[config.mk]
export PLATFORM = sky130hd
export DESIGN_NAME = twiddle_gen_param
export DESIGN_NICKNAME = d
export VERILOG_FILES = /design/src/rtl/fft_pkg.sv /design/src/rtl/twiddle_qtr_rom.sv /design/src/rtl/twiddle_gen_param.sv
export SDC_FILE = /design/constraint.sdc
export NUM_CORES = 1
export LEC_CHECK = 0
export CAP_MARGIN = 0
export CORE_ASPECT_RATIO = 1.1
export CORE_MARGIN = 2
export CORE_UTILIZATION = 30
export DETAILED_ROUTE_END_ITERATION = 8
export PLACE_DENSITY = 0.57
export SYNTH_ARGS = -nofsm -noshare
export SYNTH_HDL_FRONTEND = slang
export SYNTH_HIERARCHICAL = 1
export SYNTH_SLANG_ARGS = --single-unit
export TNS_END_PERCENT = 20
[constraint.sdc]
create_clock -name clk -period 3.2 [get_ports clk]
set_clock_uncertainty 0.1 [all_clocks]
set_input_delay 0.64 -clock clk [delete_from_list [all_inputs] [get_ports clk]]
set_output_delay 0.64 -clock clk [all_outputs]
set_load 0.1 [all_outputs]
[src/rtl/fft_pkg.sv]
// Shared definitions for the FFT twiddle path: sizing defaults, FSM encoding,
// quarter-wave cosine table generator and twiddle packing helpers.
package fft_pkg;

    localparam int  LOG2N_DEF = 8;
    localparam int  TW_W_DEF  = 12;
    localparam real PI        = 3.14159265358979323846;

    typedef enum logic [1:0] {
        IDLE  = 2'd0,
        RUN   = 2'd1,
        DRAIN = 2'd2
    } state_t;

    function automatic int clog2(input int value);
        int r;
        r = 0;
        while ((1 << r) < value) r++;
        return r;
    endfunction

    // Entry m of the quarter-wave table; all entries are >= 0 so +0.5 rounds to nearest.
    function automatic int cos_entry(input int m, input int log2n, input int tw_w);
        real amp;
        real ang;
        amp = real'((1 << (tw_w - 1)) - 1);
        ang = 2.0 * PI * real'(m) / real'(1 << log2n);
        return $rtoi($cos(ang) * amp + 0.5);
    endfunction

    function automatic logic [63:0] pack_tw(input logic [31:0] re, input logic [31:0] im);
        return {im, re};
    endfunction

    function automatic void unpack_tw(input logic [63:0] tw, output logic [31:0] re,
                                      output logic [31:0] im);
        re = tw[31:0];
        im = tw[63:32];
    endfunction

endpackage

[src/rtl/twiddle_qtr_rom.sv]
// Quarter-wave cosine table (N/4+1 entries) with two registered read ports.
// Contents are fixed at elaboration from cos_entry; no memory file is needed.
module twiddle_qtr_rom
    import fft_pkg::*;
#(
    parameter  int LOG2N = LOG2N_DEF,
    parameter  int TW_W  = TW_W_DEF,
    localparam int AW    = LOG2N - 1,
    localparam int DEPTH = (1 << (LOG2N - 2)) + 1
) (
    input  logic            clk,
    input  logic            en,
    input  logic [AW-1:0]   addr_a,
    input  logic [AW-1:0]   addr_b,
    output logic [TW_W-1:0] data_a,
    output logic [TW_W-1:0] data_b
);

    logic [TW_W-1:0] cos_tab [DEPTH];

    for (genvar m = 0; m < DEPTH; m++) begin : g_entry
        localparam int VAL = cos_entry(m, LOG2N, TW_W);
        assign cos_tab[m] = TW_W'(VAL);
    end

    always_ff @(posedge clk) begin
        if (en) begin
            data_a <= cos_tab[addr_a];
            data_b <= cos_tab[addr_b];
        end
    end

endmodule

[src/rtl/twiddle_gen_param.sv]
// Radix-2 DIT twiddle streamer: FSM + butterfly counter, k/quadrant select,
// registered quarter-table read, mirror/negate stage, valid/ready output.
module twiddle_gen_param
    import fft_pkg::*;
#(
    parameter  int LOG2N = LOG2N_DEF,
    parameter  int TW_W  = TW_W_DEF,
    // Stage port is one value wider than needed so LOG2N itself can arrive and be rejected.
    localparam int SW    = clog2(LOG2N + 1),
    localparam int KW    = LOG2N - 1
) (
    input  logic                   clk,
    input  logic                   rst,
    input  logic                   start,
    input  logic [SW-1:0]          stage,
    input  logic                   inverse,
    output logic                   busy,
    output logic                   done,
    output logic                   err,
    output logic                   out_valid,
    input  logic                   out_ready,
    output logic signed [TW_W-1:0] tw_real,
    output logic signed [TW_W-1:0] tw_imag,
    output logic [KW-1:0]          tw_k,
    output logic [KW-1:0]          tw_bfly
);

    localparam logic [KW-1:0] QTR    = KW'(1 << (LOG2N - 2));
    localparam logic [KW-1:0] LAST_B = '1;

    state_t        state;
    logic [SW-1:0] stage_q;
    logic          inv_q;
    logic [KW-1:0] b_cnt;

    logic          pipe_en;
    logic          issue;
    logic          accept;

    logic [KW-1:0] k_mask;
    logic [KW-1:0] k_next;
    logic [KW-1:0] j_next;
    logic [KW-1:0] addr_re_n;
    logic [KW-1:0] addr_sin_n;
    logic          neg_re_n;

    logic          v1;
    logic          neg1;
    logic [KW-1:0] k1;
    logic [KW-1:0] b1;
    logic [KW-1:0] addr_re1;
    logic [KW-1:0] addr_sin1;

    logic          v2;
    logic          neg2;
    logic [KW-1:0] k2;
    logic [KW-1:0] b2;

    logic signed [TW_W-1:0] rom_re;
    logic signed [TW_W-1:0] rom_sin;

    assign pipe_en = !out_valid || out_ready;
    assign issue   = (state == RUN) && pipe_en;
    assign accept  = out_valid && out_ready;

    // k keeps the low s bits of b and scales them up to the N-point exponent.
    always_comb begin
        k_mask     = '1;
        k_mask     = k_mask >> (KW - int'(stage_q));
        k_next     = (b_cnt & k_mask) << (KW - int'(stage_q));
        j_next     = k_next - QTR;
        addr_re_n  = k_next;
        addr_sin_n = QTR - k_next;
        neg_re_n   = 1'b0;
        if (k_next > QTR) begin
            addr_re_n  = QTR - j_next;
            addr_sin_n = j_next;
            neg_re_n   = 1'b1;
        end
    end

    always_ff @(posedge clk) begin
        if (rst) begin
            state   <= IDLE;
            stage_q <= '0;
            inv_q   <= 1'b0;
            b_cnt   <= '0;
            busy    <= 1'b0;
            done    <= 1'b0;
            err     <= 1'b0;
        end else begin
            done <= 1'b0;
            err  <= 1'b0;
            case (state)
                IDLE: begin
                    if (start) begin
                        if (int'(stage) < LOG2N) begin
                            state   <= RUN;
                            stage_q <= stage;
                            inv_q   <= inverse;
                            b_cnt   <= '0;
                            busy    <= 1'b1;
                        end else begin
                            err <= 1'b1;
                        end
                    end
                end
                RUN: begin
                    if (issue) begin
                        b_cnt <= b_cnt + KW'(1);
                        if (b_cnt == LAST_B) state <= DRAIN;
                    end
                end
                DRAIN: begin
                    if (accept && tw_bfly == LAST_B) begin
                        state <= IDLE;
                        done  <= 1'b1;
                        busy  <= 1'b0;
                    end
                end
                default: state <= IDLE;
            endcase
        end
    end

    twiddle_qtr_rom #(
        .LOG2N (LOG2N),
        .TW_W  (TW_W)
    ) u_rom (
        .clk    (clk),
        .en     (pipe_en),
        .addr_a (addr_re1),
        .addr_b (addr_sin1),
        .data_a (rom_re),
        .data_b (rom_sin)
    );

    // One shared enable moves every stage, so a stall freezes the whole pipe in place.
    always_ff @(posedge clk) begin
        if (rst) begin
            v1        <= 1'b0;
            neg1      <= 1'b0;
            k1        <= '0;
            b1        <= '0;
            addr_re1  <= '0;
            addr_sin1 <= '0;
            v2        <= 1'b0;
            neg2      <= 1'b0;
            k2        <= '0;
            b2        <= '0;
            out_valid <= 1'b0;
            tw_real   <= '0;
            tw_imag   <= '0;
            tw_k      <= '0;
            tw_bfly   <= '0;
        end else if (pipe_en) begin
            v1        <= issue;
            neg1      <= neg_re_n;
            k1        <= k_next;
            b1        <= b_cnt;
            addr_re1  <= addr_re_n;
            addr_sin1 <= addr_sin_n;
            v2        <= v1;
            neg2      <= neg1;
            k2        <= k1;
            b2        <= b1;
            out_valid <= v2;
            if (v2) begin
                tw_real <= neg2 ? -rom_re : rom_re;
                tw_imag <= inv_q ? rom_sin : -rom_sin;
                tw_k    <= k2;
                tw_bfly <= b2;
            end
        end
    end

endmodule
# After elaboration in Yosys (flattened, before gate mapping)
# Memories as Yosys holds them, arrays and structs flattened. A register that Yosys moved wholly into a read port is not among the register bits.
# Index checks and enable logic that the tools add are counted.
# W data, S select, Z words.
# word_totals
register_bits	102
mem_bits_ro	3072
out_inout_bits	42
mem_count	2
# mem_list
name	depth	word_bits	read_ports	rd_ports_with_merged_regs	wr	line_no	source
(name not given)	128	12	1	1	0	twiddle_qtr_rom.sv:29	data_b <= cos_tab[addr_b];
(name not given)	128	12	1	1	0	twiddle_qtr_rom.sv:28	data_a <= cos_tab[addr_a];
# classes
add_sub_neg	7
order_cmp	2
eq_ne	9
n_shift	2
n_mux	21
n_bitwise	6
n_reduce_logical	15
# op_table
operator	n
$mux W7	5
$shl A7 B32 Y7	1
$shr A7 B32 Y7 const A	1
$mux W12	2
$neg A12 Y12	2
$not A7 Y8	2
$eq A7 B7 Y1 const B	2
$pmux W7 S2	1
$sub A7 B7 Y7 const A	2
$mux W2	5
$ne A2 B2 Y1 const B	4
$reduce_and A4 Y1	2
$add A7 B1 Y7 const B	1
$and A7 B7 Y7	1
$gt A7 B7 Y1 const B	1
$sub A7 B7 Y7 const B	1
$mux W1	6
$pmux W2 S3	1
$reduce_and A5 Y1	1
$sub A3 B4 Y5 const A	1
$lt A4 B4 Y1 const B	1
$reduce_bool A2 Y1	2
$logic_and A1 B1 Y1	3
$not A1 Y1	3
11 further kinds	11

# Logic depth before layout (Yosys ltp)
# depth
ltp_word	7
ltp_mapped	8

# Cells and area by module
# Netlist, hierarchy kept.
# modules_own_cells
module	instances	cells_each	area_each_um2
twiddle_gen_param	1	568	4636.9
twiddle_qtr_rom	1	354	2831.5

# Worst setup path before layout
# OpenSTA, ideal clock, no wires.
# synth_timing
path_type	reg2reg
startpoint	reg out_valid
endpoint	reg u_rom.data_a[0], enable pin
setup_time_ps	395
arrival_ps	2008
setup_slack_ps	697
stages_incl_launch_ff	5
path_buffers	2
period_less_slack_ps	2503
path_cell_list	dfxtp_1 nor2b_1 inv_1 clkbuf_8 clkbuf_1
# synth_via
elab_chain_len	2
# synth_rtl
element	line_no	source
start: declaration	twiddle_gen_param.sv:20	output logic out_valid,
start signal: assignment	twiddle_gen_param.sv:167	out_valid <= v2;
$logic_not A1 Y1	twiddle_gen_param.sv:62	assign pipe_en = !out_valid || out_ready;
$logic_or A1 B1 Y1	twiddle_gen_param.sv:62	
via pipe_en	twiddle_gen_param.sv:36	logic pipe_en;
end: declaration	twiddle_qtr_rom.sv:15	output logic [TW_W-1:0] data_a,
# The timed path passes the listed nets, and every way through them passes these cells.
# A chain may end at the register's enable or synchronous reset.

==> results.toml <==
[run_status]
status = "completed"

[logic_synthesis]
synth_xor_xnor_area_share_pct = 3.28
avgSynthCellArea_um2 = 8.10
synth_top_flop_cell = "dfxtp_1"
synthMuxAreaShare_pct = 4.37
synth_compound_area_share_pct = 22.3
synth_edf_count = 22
synth_cells = 922
synth_fa_ha_area_share_pct = 4.36
synth-seq-cells = 122
yosys.area_share.simple_pct = 23.0
synthesis.area_mm2 = 0.00747
synth_top_family_by_area = "simple AND/OR/NAND/NOR gates"
yosysUniqueCellTypes = 85
yosysWarnings = 6
async_flop_share_pct = 0
seq_area_frac_synth_pct = 35.7

[worst_setup_path]
crit_type = "reg2reg"
rr_startpoint = "k1[0]"
reg2reg_slack_ns = 0.50
reg2reg_depth = 6
start_kind = "register"
cp_num_cells = 6
cpMaxStageDelayCell = "dfxtp_1"
path_cells = "inv_1 -> ha_1 -> nor2_1 -> nor3b_1 -> o32a_1 -> a221oi_1"
critical_path_buf_inv_count = 1
cp.arrival_ns = 2.74
crit_fanout = 16
critPathMaxStageDelay_ns = 0.69
cp-end-kind = "register"
crit_family = "compound AO/OA/AOI/OAI gates"
rr_endpoint = "u_rom/data_b[7]"
required_ns = 3.25

[cells_and_area]
drive_gt1_share_pct = 13.6
n_antenna_cell = 0
n_fill_cell = 2530
num-nets-final = 972
final_common_cell = "nand2_1"
area_growth_pct = 15.8
stdcell_count = 1260
fin_area_mm2 = 0.00865
layout_common_cells = "nand2_1 (144), dfxtp_1 (100), a21oi_1 (91), nor2_1 (91), buf_4 (62)"

[pwr]
peakVddDrop_v = 0.000347
p_clk_share_pct = 49.1
p_comb_share_pct = 8.3
switchingPower_uw = 948
p_leak_uw = 0.00302
p_sw_share_pct = 24.3
powerDensity_mw_per_mm2 = 451
p_total_uw = 3900
pwr-share-seq_pct = 42.6
p_int_uw = 2950

[worst_hold_path]
hold_depth = 2
hp-class = "reg2reg"
hold_end = "tw_bfly[5]"
min_from = "b2[5]"

[grt]
grt_first_pass_wirelength_mm = 32.2
grt_max_degree = 60
antenna_found_initial = 0
met3_usage_pct = 2.86
grt_use_total_pct = 15.2
grt-ovfl-total = 0
grtUsageMet1_pct = 19.6
grt_pass1_vias = 6237
grt_use_met2_pct = 25.3
busiest_layer = "met2"

[sta]
post-route-period-util_pct = 84.3
timing.fmax_ghz = 0.371
final_hold_viol_count = 0
finalSetupViolations = 0
drv_slew = 0
rsz0062_at_grt = "no"
worst_slack_ns = 0.504
finalCriticalPeriod_ns = 2.70
slew_headroom_pct = 48.5
tightest_slew_ns = 0.772
finalSetupTns_ns = 0

[floorplan]
boundaryPins = 51
die_w_um = 154
initial_utilization_pct = 30.5
die_y_um = 169
fp-row-count = 60
die_area_mm2 = 0.0262
core_area_mm2 = 0.0245

[clock_network]
postCtsResizedCells = 0
clk_latency_ns = 0.41
cts_tree = "built"
h-tree-depth = 4
cts_sinks = 122
cts_hold_buffers = 0
cts_buffer_depth = 2
cts_buffers = 17
root_buffer = "clkbuf_16"
post-cts-setup-buffers = 0
path_clk_slew_ns = 0.06

[placed_design]
hpwl_mm = 13.2
routabilityCongestion = 0.888
placed_cell_area_mm2 = 0.00805
io_buffers = 50
dp_cells = 1228
place_ws_ns = 0.543

[detailed_routing]
ant_nets = 0
viasPerCell = 5.23
drt-total-wl_mm = 19.5
drtIter0Drc = 681
dr.pass1.iters = 5
vias = 6594
wire_per_inst_um = 15.5
drc = 0

[job]
max_cap_violations = 0
-- Yosys cell counts, drive strengths merged (6+ instances only) --
| library cell | instances | share of area, % |
|---|---|---|
| a211oi | 42 | 4.3 |
| a21oi | 92 | 6.2 |
| a311oi | 9 | 1.1 |
| a31oi | 16 | 1.3 |
| buf | 32 | 2.8 |
| clkbuf | 46 | 2.9 |
| dfxtp | 100 | 27 |
| edfxtp | 22 | 8.8 |
| ha | 26 | 4.4 |
| inv | 24 | 1.2 |
| mux2i | 15 | 2.0 |
| nand2 | 144 | 7.2 |
| nand2b | 27 | 2.3 |
| nand3 | 18 | 1.2 |
| nand4 | 6 | 0.50 |
| nor2 | 92 | 4.7 |
| nor2b | 17 | 1.4 |
| nor3 | 16 | 1.1 |
| o211ai | 12 | 1.2 |
| o21ai | 26 | 1.7 |
| o31ai | 6 | 0.60 |
| or2 | 6 | 0.50 |
| xnor2 | 14 | 1.6 |
| xor2 | 14 | 1.6 |
-- metal layers --
layer | wire length [µm] | up-vias
met5 | 0 | -
met2 | 9350 | 156
li1 | - | 3299
met1 | 9060 | 3110
met4 | 393 | 0
met3 | 712 | 29
-- sequential cells by signal, indices dropped and copies added (netlist names), 2 cells and up --
signal,cells
stage_q,4
state,2
b1,7
k2,7
u_rom/data_a,11
addr_sin1,6
tw_real,12
b2,7
tw_k,7
addr_re1,6
tw_imag,12
tw_bfly,7
b_cnt,7
u_rom/data_b,11
k1,7
-- area by class of cell --
type / count / area (µm²) / share of cell area [%]
flip-flops and latches: 122 / 2660 / 30.8
repair buffers: 73 / 601 / 6.95
well taps: 310 / 388 / 4.49
inverters: 26 / 97.6 / 1.13
clock buffers: 23 / 489 / 5.66
clock inverters: 9 / 111 / 1.29
multi-input cells: 697 / 4300 / 49.7
-- power by group through the flow --
stage / logic, µW / registers (µW) / clock network (µW)
after floorplan: 187 / 1750 / 0
after global placement: 324 / 1690 / 0
after detailed placement: 325 / 1690 / 0
after CTS: 326 / 1660 / 1960
after global routing: 351 / 1670 / 2040
final: 323 / 1660 / 1910
-- through the flow --
stage | util [%] | hold slack, ns
2_1_floorplan | - | 0.331
3_3_place_gp | 32.9 | 0.339
3_5_place_dp | 32.9 | 0.344
4_1_cts | 35.3 | 0.352
5_1_grt | 35.3 | 0.367
6_report | 35.3 | 0.350
-- kinds of logic after synthesis --
logic type,count (synthesis)
AO/OA/AOI/OAI,252
AND/OR/NAND/NOR,364
flip-flops,122
XOR/XNOR,28
other,1
multiplexers,25
adder cells (fa/ha/maj),26
buffers and inverters,104
-- worst reg2reg max path: cells and delay by family, from the launching register on --
| family | cells | cell delay (ns) |
|---|---|---|
| AO/OA/AOI/OAI | 2 | 0.83 |
| flip-flops | 1 | 0.69 |
| adder cells (fa/ha/maj) | 1 | 0.35 |
| AND/OR/NAND/NOR | 2 | 0.22 |
| buffers and inverters | 1 | 0.24 |
-- how the worst max path moves through the flow --
stage | endpoint | start | slack, ns
6_report | u_rom/data_b[7] | k1[0] | 0.50
4_1_cts | u_rom/data_b[4] | k1[0] | 0.52
3_3_place_gp | tw_real[4] | out_ready | 0.56
3_5_place_dp | tw_real[3] | out_ready | 0.54
2_1_floorplan | u_rom/data_a[0] | out_valid | 0.70
5_1_grt | u_rom/data_b[4] | k1[0] | 0.31
Power figures use the tool's default switching activity.
